`src/rtl/rom_port_arbiter.sv`:
```
// rom_port_arbiter: shares the combinational ROM read port between fetch (IF) and load (LD) with round-robin and 1-cycle registered responses.
// Optional ROM_ARB_ALIGN_CHECK_EN: misaligned granted requests return rdata=0 with err=1.
module rom_port_arbiter #(
  parameter int COUNTER_WIDTH    = 12,
  parameter int INSTRUCTON_WIDTH = 32
) (
  input  logic                        clk,
  input  logic                        rst_n,
  input  logic                        if_req,
  input  logic [COUNTER_WIDTH-1:0]    if_addr,
  output logic                        if_gnt,
  output logic                        if_rvalid,
  output logic [INSTRUCTON_WIDTH-1:0] if_rdata,
  input  logic                        if_rready,
  output logic                        if_err,
  input  logic                        ld_req,
  input  logic [COUNTER_WIDTH-1:0]    ld_addr,
  output logic                        ld_gnt,
  output logic                        ld_rvalid,
  output logic [INSTRUCTON_WIDTH-1:0] ld_rdata,
  input  logic                        ld_rready,
  output logic                        ld_err,
  output logic [COUNTER_WIDTH-1:0]    rom_addr,
  input  logic [INSTRUCTON_WIDTH-1:0] rom_data,
  output logic                        busy
);
  typedef enum logic [1:0] {IDLE, RESP_IF, RESP_LD} state_t;
  state_t                      state_q, state_d;
  logic                        last_ld_q, last_ld_d;
  logic [INSTRUCTON_WIDTH-1:0] rdata_q, rdata_d;
  logic                        consume, can_grant, grant, misalign;
  assign if_rvalid = state_q == RESP_IF;
  assign ld_rvalid = state_q == RESP_LD;
  assign if_rdata  = rdata_q;
  assign ld_rdata  = rdata_q;
  assign busy      = state_q != IDLE;
  // A consumed response frees the register in the same cycle, allowing 1 word/cycle.
  assign consume   = (if_rvalid & if_rready) | (ld_rvalid & ld_rready);
  assign can_grant = (state_q == IDLE) | consume;
  assign if_gnt    = can_grant & if_req & (~ld_req | last_ld_q);
  assign ld_gnt    = can_grant & ld_req & (~if_req | ~last_ld_q);
  assign grant     = if_gnt | ld_gnt;
  assign rom_addr  = if_gnt ? if_addr : ld_gnt ? ld_addr : '0;
`ifdef ROM_ARB_ALIGN_CHECK_EN
  logic err_q;
  assign misalign = |rom_addr[1:0];
  assign if_err   = if_rvalid & err_q;
  assign ld_err   = ld_rvalid & err_q;
  always_ff @(posedge clk or negedge rst_n)
    if (!rst_n) err_q <= 1'b0;
    else if (grant) err_q <= misalign;
`else
  assign misalign = 1'b0;
  assign if_err   = 1'b0;
  assign ld_err   = 1'b0;
`endif
  always_comb begin
    state_d   = if_gnt ? RESP_IF : ld_gnt ? RESP_LD : consume ? IDLE : state_q;
    last_ld_d = ld_gnt ? 1'b1 : if_gnt ? 1'b0 : last_ld_q;
    rdata_d   = grant ? (misalign ? '0 : rom_data) : rdata_q;
  end
  always_ff @(posedge clk or negedge rst_n)
    if (!rst_n) begin
      state_q   <= IDLE;
      last_ld_q <= 1'b1;
      rdata_q   <= '0;
    end else begin
      state_q   <= state_d;
      last_ld_q <= last_ld_d;
      rdata_q   <= rdata_d;
    end
endmodule
```
`config.mk`:
```
export PLATFORM = sky130hd
export DESIGN_NAME = rom_port_arbiter
export DESIGN_NICKNAME = d
export VERILOG_FILES = /design/src/rtl/rom_port_arbiter.sv
export SDC_FILE = /design/constraint.sdc
export NUM_CORES = 1
export LEC_CHECK = 0
export CAP_MARGIN = 40
export CORE_AREA = 8 8 89 91
export CTS_CLUSTER_SIZE = 8
export DETAILED_ROUTE_END_ITERATION = 12
export DIE_AREA = 0 0 97 99
export GPL_TIMING_DRIVEN = 0
export PLACE_DENSITY_LB_ADDON = 0.05
export SYNTH_ARGS = -nofsm -noshare
export SYNTH_HDL_FRONTEND = slang
export SYNTH_SLANG_ARGS = --single-unit
```
`constraint.sdc`:
```
create_clock -name clk -period 1.7 [get_ports clk]
set_clock_uncertainty 0.2 [all_clocks]
set_input_delay 0.17 -clock clk [delete_from_list [all_inputs] [get_ports clk]]
set_output_delay 0.17 -clock clk [all_outputs]
set_load 0.05 [all_outputs]
```
==> impl_metrics.sql <==
INSERT INTO impl_metrics (metric_group, metric, value, unit) VALUES
('synth', 'syn_area', '1960', 'µm²'),
('clocking', 'tritoncts', 'yes', ''),
('critical_path', 'worst_ep_required_time', '1.33', 'ns'),
('finish', 'n_antenna_cell', '0', ''),
('clocking', 'clk_latency', '0.28', 'ns'),
('finish', 'syn_to_final_growth', '107', '%'),
('global_route', 'globalRouteTotalUtil', '13.3', '%'),
('clocking', 'clock_tree.htree_level_count', '2', ''),
('timing', 'worst_pin_slew', '0.784', 'ns'),
('place', 'gp_routability_congestion', '0.737', ''),
('finish', 'finish.instance_area', '4060', 'µm²'),
('synth', 'synth_seq_area_share', '44.7', '%'),
('clocking', 'cts.root.buffer_cell', 'sky130_fd_sc_hd__clkbuf_8', ''),
('critical_path', 'worst_ep_arrival_time', '1.57', 'ns'),
('synth', 'synthDominantCellAreaShare', '43.4', '%'),
('place', 'placement.io_buffers', '142', ''),
('min_path', 'hold_path_class', 'primary input to flop', ''),
('clocking', 'cts.reportedPaths.clkPinSlew', '0.07', 'ns'),
('synth', 'primary_ff_master_synth', 'sky130_fd_sc_hd__dfrtp_1', ''),
('status', 'failing_checks', 'setup timing', ''),
('finish', 'final-seq-area', '878', 'µm²'),
('critical_path', 'critPathCaptureType', 'primary output', ''),
('timing', 'timing.final.max_slew_violations', '0', ''),
('finish', 'drive_gt1_share', '47.2', '%'),
('finish', 'final.fill_count', '557', ''),
('synth', 'post_synth_num_cell_types', '26', ''),
('floorplanning', 'floorplan.rows', '30', ''),
('timing', 'maxClockFrequency', '0.515', 'GHz'),
('routing', 'wirelength', '6810', 'µm'),
('synth', 'post_synthesis_cell_count', '164', ''),
('critical_path', 'timing_worst_setup_path_type', 'flop to primary output', ''),
('floorplanning', 'core_area', '6570', 'µm²'),
('routing', 'drt.antenna.violating_nets', '0', ''),
('routing', 'drt_pass_1_iters', '4', ''),
('place', 'place_hpwl', '5100', 'µm'),
('global_route', 'grt_first_pass_wirelength', '10300', 'µm'),
('timing', 'finalSetupTns', '-5.53', 'ns'),
('routing', 'num_vias', '1806', ''),
('clocking', 'clockBufferDepth', '2', ''),
('routing', 'wl_per_cell', '16.3', 'µm'),
('clocking', 'number_of_buffers_inserted_during_clock_tree_synthesis', '5', ''),
('floorplanning', 'overall_die_height', '99', 'µm'),
('global_route', 'vias_in_the_first_global_route', '1970', ''),
('timing', 'final_hold_viol_count', '0', ''),
('finish', 'multi_input_comb_area', '996', 'µm²'),
('timing', 'setup_repair_after_global_routing_missed_its_margin', 'true', ''),
('timing', 'final_period_minus_worst_setup_slack', '1.94', 'ns'),
('timing', 'setup_violations', '47', ''),
('synth', 'synthesis.yosys.warnings', '0', ''),
('floorplanning', 'die_x', '97', 'µm'),
('synth', 'syn-mean-instance-area', '12.0', 'µm²'),
('global_route', 'maximum_number_of_pins_on_one_net_before_global_route_repair', '36', ''),
('global_route', 'antenna_found_initial', '0', ''),
('routing', 'avgViaCountPerCell', '4.31', ''),
('status', 'outcome', 'finished with violations', ''),
('synth', 'synth.ff_latch_count', '35', ''),
('floorplanning', 'die-area', '9600', 'µm²'),
('critical_path', 'critPathLaunchType', 'flop', ''),
('synth', 'synth.area.top_cells', 'sky130_fd_sc_hd__dfrtp_1 (43%), sky130_fd_sc_hd__mux2_4 (23%), sky130_fd_sc_hd__buf_4 (13%)', ''),
('timing', 'layout_worst_path_cycle_share', '114', '%'),
('global_route', 'gr_ovfl_total', '0', ''),
('synth', 'synth_enable_flop_cells', '0', ''),
('synth', 'netlist.top_cell.by_area', 'sky130_fd_sc_hd__dfrtp_1', ''),
('place', 'placedInstanceArea', '3590', 'µm²'),
('clocking', 'numClockSinks', '35', ''),
('finish', 'nets', '400', ''),
('timing', 'finalWorstSetupSlack', '-0.241', 'ns'),
('routing', 'remaining_drc_errors', '0', ''),
('synth', 'async_reset_ff_share', '100', '%'),
('critical_path', 'crit_path_max_fanout', '6', ''),
('floorplanning', 'number_of_top_level_pins', '145', ''),
('routing', 'first_iter_violations', '31', ''),
('job', 'maxCapViolations', '0', ''),
('floorplanning', 'initial_core_utilization', '29.8', '%'),
('timing', 'timing.slew.headroom', '47.7', '%');
==> critical path, stage by stage, from the launching register on <==
cell and delay (ns):
sky130_fd_sc_hd__dfstp_2 0.56, sky130_fd_sc_hd__a21bo_4 0.18, sky130_fd_sc_hd__buf_8 0.14, sky130_fd_sc_hd__nand3_4 0.08, sky130_fd_sc_hd__a21oi_4 0.16, sky130_fd_sc_hd__buf_8 0.16
==> cells in the mapped netlist (2+ instances only) <==
cell type,n
sky130_fd_sc_hd__buf_2,3
sky130_fd_sc_hd__nor2_1,3
sky130_fd_sc_hd__nand2_1,12
sky130_fd_sc_hd__dfrtp_1,34
sky130_fd_sc_hd__a21oi_1,13
sky130_fd_sc_hd__buf_6,3
sky130_fd_sc_hd__buf_4,34
sky130_fd_sc_hd__mux2_4,30
sky130_fd_sc_hd__nor2b_1,2
sky130_fd_sc_hd__mux2_2,2
sky130_fd_sc_hd__nand3_1,12
sky130_fd_sc_hd__nand2b_1,2
==> layout by cell type, fill, tap and decap left out, types with 8 or more instances in the layout <==
master                            Yosys  final
sky130_fd_sc_hd__buf_4               34     48
sky130_fd_sc_hd__mux2_4              30     32
sky130_fd_sc_hd__dfrtp_1             34     33
sky130_fd_sc_hd__a21oi_4              0      9
sky130_fd_sc_hd__clkdlybuf4s15_1      0     21
sky130_fd_sc_hd__clkdlybuf4s50_1      0     58
sky130_fd_sc_hd__buf_6                3     22
sky130_fd_sc_hd__dlygate4sd2_1        0     40
sky130_fd_sc_hd__nand3_2              0      8
sky130_fd_sc_hd__nand2_1             12     10
==> path summary, 6_finish.rpt <==
kind                                         start                        to  slack, ns  cells after the start
min in group asynchronous                    rst_n   if_rdata[5]$_DFFE_PN0P_       0.29                      2
setup / recovery             last_ld_q$_DFFE_PN1P_               rom_addr[3]      -0.24                      5
hold / removal                              ld_req     last_ld_q$_DFFE_PN1P_       0.03                      3
max in group asynchronous                    rst_n    state_q[0]$_DFFE_PN0P_       0.45                      2
setup reg to reg            state_q[0]$_DFFE_PN0P_  if_rdata[12]$_DFFE_PN0P_      -0.10                      5
hold reg to reg            if_rdata[1]$_DFFE_PN0P_   if_rdata[1]$_DFFE_PN0P_       0.34                      1
==> state kept, by name, indices dropped and copies added (netlist names) <==
name,count
last_ld_q,1
state_q,2
if_rdata,32
==> per-layer routing <==
layer | vias to the layer above | GRT usage, % | part of all wire (%)
met3 | 6 | 5.18 | 8.1
li1 | 874 | - | -
met5 | - | 0 | 0
met2 | 76 | 22.3 | 51
met1 | 850 | 15.0 | 40
met4 | 0 | 4.26 | 1.1
==> layout make-up <==
cell class	count	share of cell area, %
buffer	38	7.61
clock inverter	1	0.185
inverter	1	0.0924
clock buffer	7	2.37
tap	80	2.46
multi-input combinational	88	24.5
timing repair buffer	169	41.1
sequential	35	21.6
==> stage by stage <==
step / util, % / hold slack, ns / std cells / setup WS (ns)
after floorplan: - / -0.326 / 165 / -0.225
after global placement: 54.7 / 0.285 / 387 / -1.23
after detailed placement: 54.7 / 0.106 / 387 / -1.21
after CTS: 60.2 / 0.280 / 414 / -0.269
after global routing: 61.8 / 0.0267 / 419 / -0.309
final: 61.8 / 0.0350 / 419 / -0.241
==> timing repair <==
item                                   4_1_cts  5_1_grt
pin swaps                                   10        8
setup endpoints to repair                  111       71
setup buffers                               15       10
hold buffers                                 1        0
resized for setup                          220       57
endpoints found under the hold margin       34        0
gates cloned                                 3        2
==> kinds of logic after synthesis <==
logic type | Yosys count | synth area share (%)
flops | 35 | 44.7
other cells | 1 | 0.191
simple gates | 33 | 7.98
mux | 32 | 24.1
buf+inv | 42 | 15.9
compound gates | 21 | 7.08
Power is left out: the tool's default activity adds up to more than one toggle a clock period on the data nets, which glitch-free logic cannot reach.
==> edit 1: new RTL, same flow settings <==
Encoding of `state_t`: now one-hot (3 bits for 3 states).
--- a/src/rtl/rom_port_arbiter.sv
+++ b/src/rtl/rom_port_arbiter.sv
@@ -26,3 +26,3 @@
 );
-  typedef enum logic [1:0] {IDLE, RESP_IF, RESP_LD} state_t;
+  typedef enum logic [2:0] {IDLE = 3'b001, RESP_IF = 3'b010, RESP_LD = 3'b100} state_t;
   state_t                      state_q, state_d;
Formal check against the unedited RTL: no difference found for any inputs over 10 cycles, from zero or initial values and one cycle with rst_n low; not proved beyond that.
==> edit 1 against the original RTL <==
- the flow still finishes with violations (setup timing)
- area after synthesis increased by 6.4%
- core utilization increased by 0.91 points
- hold slack improved by 0.083 ns
- global-route usage increased by 0.93 points
- sequential cell count increased by 1
- final area increased by 1.5%
- wire length increased by 1.3%
- setup slack got worse by 0.28 ns
Power is left out: it rests on default switching activity, and per cell area and clock period it moved more than threefold.
==> edit 1: results (changes against the original RTL) <==
| Metric | Value |
|---|---|
| Netlist cell types | `31 (was 26)` |
| Final WS setup | `-0.516 ns (was -0.241 ns)` |
| Largest net degree at the start of global routing | `37 (was 36)` |
| Slew Limit Headroom | `0.462 (was 0.477)` |
| PortBufs | `141 (was 142)` |
| HPWL after DPL | `5330 µm (was 5100 µm)` |
| First-pass GRT wire length | `11200 µm (was 10300 µm)` |
| Worst-path maximum fanout | `4 (was 6)` |
| Sequential-to-total area share from yosys stat | `0.433 (was 0.447)` |
| 1st-iter DRT viols | `40 (was 31)` |
| Layout cells sized above 1 | `0.428 (was 0.472)` |
| Top cells by area, synth | `dfrtp_1, mux2_4, buf_4 (unchanged)` |
| Arr. time, crit path | `1.85 ns (was 1.57 ns)` |
| Vias in the first global route | `2033 (was 1970)` |
| Vias | `1862 (was 1806)` |
| Met1 Use GR | `0.165 (was 0.150)` |
| GR met3 Demand/Resource | `0.0406 (was 0.0518)` |
| Setup WS pre-CTS | `-1.19 ns (was -1.21 ns)` |
| Final setup fails | `49 (was 47)` |
| GRT Util Overall | `0.142 (was 0.133)` |
| Fin Setup TNS | `-20.35 ns (was -5.53 ns)` |
| Status | `complete, but fails checks (unchanged)` |
| Total routed wirelength | `6900 µm (was 6810 µm)` |
| Met2 Use GR | `0.246 (was 0.223)` |
| Placer Congestion | `0.761 (was 0.737)` |
| Failing checks | `setup timing (unchanged)` |
edit 1: final cells by class:
class | count | area [µm²]
Buffer | 44 | 370
Fill cell | 571 | 2450
Sequential cell | 36 | 906
Clock inverter | 3 | 18.8
Inverter | 1 | 3.75
Tap cell | 80 | 100
Multi-Input combinational cell | 101 | 1040
Clock buffer | 5 | 68.8
Timing Repair Buffer | 156 | 1610
edit 1: cells by family (layout without fill, tap and decap cells):
kind of cell           after synthesis  count (layout)  share of synthesized area
and+or+nand+nor                     42              42                      0.106
buffers and inverters               46             209                      0.155
other                                1               2                    0.00180
muxes                               32              32                      0.227
AOI/OAI and AO/OA                   25              25                     0.0773
DFF                                 36              36                      0.433
edit 1: worst min-delay path, delay by kind of cell:
kind | cells | cell delay [ns]
AO/OA/AOI/OAI | 2 | 0.23
buffers and inverters | 1 | 0.19
edit 1: per-stage QoR:
stage | utilization | instance area [µm²] | std cells | hold slack (ns)
detailed placement | 0.575 | 3770 | 404 | 0.110
CTS | 0.619 | 4070 | 425 | 0.115
finish | 0.627 | 4120 | 426 | 0.118
global placement | 0.575 | 3780 | 404 | 0.312
floorplan | - | 2270 | 183 | -0.326
global route | 0.627 | 4120 | 426 | 0.178
edit 1: worst paths after layout:
path / from / endpoint / slack (ns) / cells after the start
worst min register to register: last_ld_q$_DFFE_PN1P_ / last_ld_q$_DFFE_PN1P_ / 0.34 / 1
worst max register to register: state_q[0]$_DFFE_PN1P_ / if_rdata[6]$_DFFE_PN0P_ / -0.49 / 7
worst max-delay path: state_q[0]$_DFFE_PN1P_ / rom_addr[1] / -0.52 / 5
max in group asynchronous: rst_n / state_q[1]$_DFFE_PN0P_ / 0.43 / 2
worst min-delay path: ld_req / last_ld_q$_DFFE_PN1P_ / 0.12 / 3
min in group asynchronous: rst_n / if_rdata[24]$_DFFE_PN0P_ / 0.31 / 2
edit 1: layer usage:
metal	vias to the layer above	share of wire	wire, µm
met5	-	0	0
met4	0	0.012	85
met3	6	0.057	393
met2	67	0.53	3670
met1	874	0.40	2750
li1	915	-	-
edit 1: what timing repair did:
item | CTS | global route
hold buffers | 1 | 0
endpoints found under the setup margin | 114 | 77
setup buffers | 8 | 2
hold endpoints to repair | 34 | 0
pin swaps | 1 | 2
gates cloned | 4 | 0
gates resized for setup | 207 | 47
==> edit 2: new RTL, config.mk and constraints unchanged <==
Made on the original files. Build with the macro `ROM_ARB_ALIGN_CHECK_EN` defined.
--- a/src/rtl/rom_port_arbiter.sv
+++ b/src/rtl/rom_port_arbiter.sv
@@ -2,2 +2,4 @@
 // Optional ROM_ARB_ALIGN_CHECK_EN: misaligned granted requests return rdata=0 with err=1.
+`define ROM_ARB_ALIGN_CHECK_EN
+
 module rom_port_arbiter #(
Function: changed (Yosys sat finds a counterexample within 4 cycles, from zero or initial values and one cycle with rst_n low).
==> edit 2 against the original RTL <==
- setup slack worse by 0.020 ns
- area after synthesis down 2.5%
- sequential cell count up 1
- count of clock-buffer cells in the layout unchanged
- final area down 3.5%
- core utilization down 2.2 points
- wire length up 8.5%
- the flow still finishes with violations (setup timing)
==> edit 2: results (changes against the original RTL) <==
| Metric | Value |
|---|---|
| Status | `complete, but fails checks (unchanged)` |
| P&R area growth vs syn | `105% (was 107%)` |
| FILL cells | `587 (was 557)` |
| Comb_multi_in | `81 (was 88)` |
| Area used by multi-input combinational logic | `832 µm² (was 996 µm²)` |
| Sequential-to-total area share from yosys stat | `0.472 (was 0.447)` |
| Final setup fails | `50 (was 47)` |
| Failing checks | `setup timing (unchanged)` |
| Worst r2r dst | `if_rdata[6]$_DFFE_PN0P_ (was if_rdata[12]$_DFFE_PN0P_)` |
| Total routed wirelength | `7390 µm (was 6810 µm)` |
| HPWL after DPL | `5340 µm (was 5100 µm)` |
| Final non-clock buffer share | `0.504 (was 0.487)` |
| Non-clock buffers | `215 (was 207)` |
| Arr. time, crit path | `1.59 ns (was 1.57 ns)` |
| Setup WS pre-CTS | `-1.15 ns (was -1.21 ns)` |
| DR WL/cell | `17.5 µm (was 16.3 µm)` |
| R2R setup slack | `-0.19 ns (was -0.10 ns)` |
| Layout cells sized above 1 | `0.461 (was 0.472)` |
| Mapped Cells | `166 (was 164)` |
| Slew Limit Headroom | `0.617 (was 0.477)` |
| First-pass GRT wire length | `11800 µm (was 10300 µm)` |
| Final WS setup | `-0.261 ns (was -0.241 ns)` |
| Seq/total area | `0.231 (was 0.216)` |
| R2r startpoint | `last_ld_q$_DFFE_PN1P_ (was state_q[0]$_DFFE_PN0P_)` |
| GRT Util Overall | `0.152 (was 0.133)` |
| Num Clock Sinks | `36 (was 35)` |
| Vias in the first global route | `2112 (was 1970)` |
| Placed cell count | `390 (was 387)` |
| List of most frequent post-synthesis cells | `dfrtp_1, buf_4, a32o_1, nor2_1, a32oi_1 (was buf_4, dfrtp_1, mux2_4, a21oi_1)` |
| 1st-iter DRT viols | `43 (was 31)` |
-- edit 2: cell count changes after synthesis, sizes merged, moves of 12 or more --
cell	change
mux2	-32
nand3	-12
a32o	+33
nor2	+13
a32oi	+12
a21oi	-13
-- edit 2: worst min-delay path by stage --
stage,from,slack [ns],to
after global placement,if_rdata[22]$_DFFE_PN0P_,0.30,if_rdata[22]$_DFFE_PN0P_
after CTS,if_req,0.03,state_q[0]$_DFFE_PN0P_
after global routing,if_req,0.06,state_q[0]$_DFFE_PN0P_
after detailed placement,rst_n,-0.05,last_ld_q$_DFFE_PN1P_
after floorplan,rst_n,-0.33,err_q$_DFFE_PN0P_
final,if_req,0.04,state_q[0]$_DFFE_PN0P_
-- edit 2: worst max-delay path, cell delays in order (launching register included) --
cell,delay (ns)
dfstp_2,0.56
nand2b_4,0.16
buf_6,0.14
a32oi_1,0.14
nor2_4,0.13
buf_6,0.16
-- edit 2: metal layers --
layer	GRT usage	up-vias	routed length, µm
met3	0.0574	4	510
met1	0.174	967	3030
li1	-	962	-
met2	0.256	70	3790
met4	0.0426	0	65
met5	0	-	0
-- edit 2: power groups by stage --
stage	sequential, mW	combinational [mW]	clock [mW]
6_report	1.46	6.00	0.643
5_1_grt	1.51	6.27	0.707
4_1_cts	1.47	5.82	0.672
3_5_place_dp	1.48	5.66	0
3_3_place_gp	1.47	5.65	0
2_1_floorplan	2.37	2.93	0
-- edit 2: what timing repair did --
item	CTS	global route
hold buffers	1	0
endpoints found under the hold margin	36	0
gates resized for setup	224	39
pin swaps	35	5
setup buffers	14	5
cloned	5	0
endpoints found under the setup margin	113	74
-- edit 2: kinds of logic (layout without fill, tap and decap cells) --
kind of cell / Yosys count / after routing
buffers and inverters: 49 / 226
AND/OR/NAND/NOR: 26 / 26
flip-flops: 36 / 36
AO/OA/AOI/OAI: 55 / 55
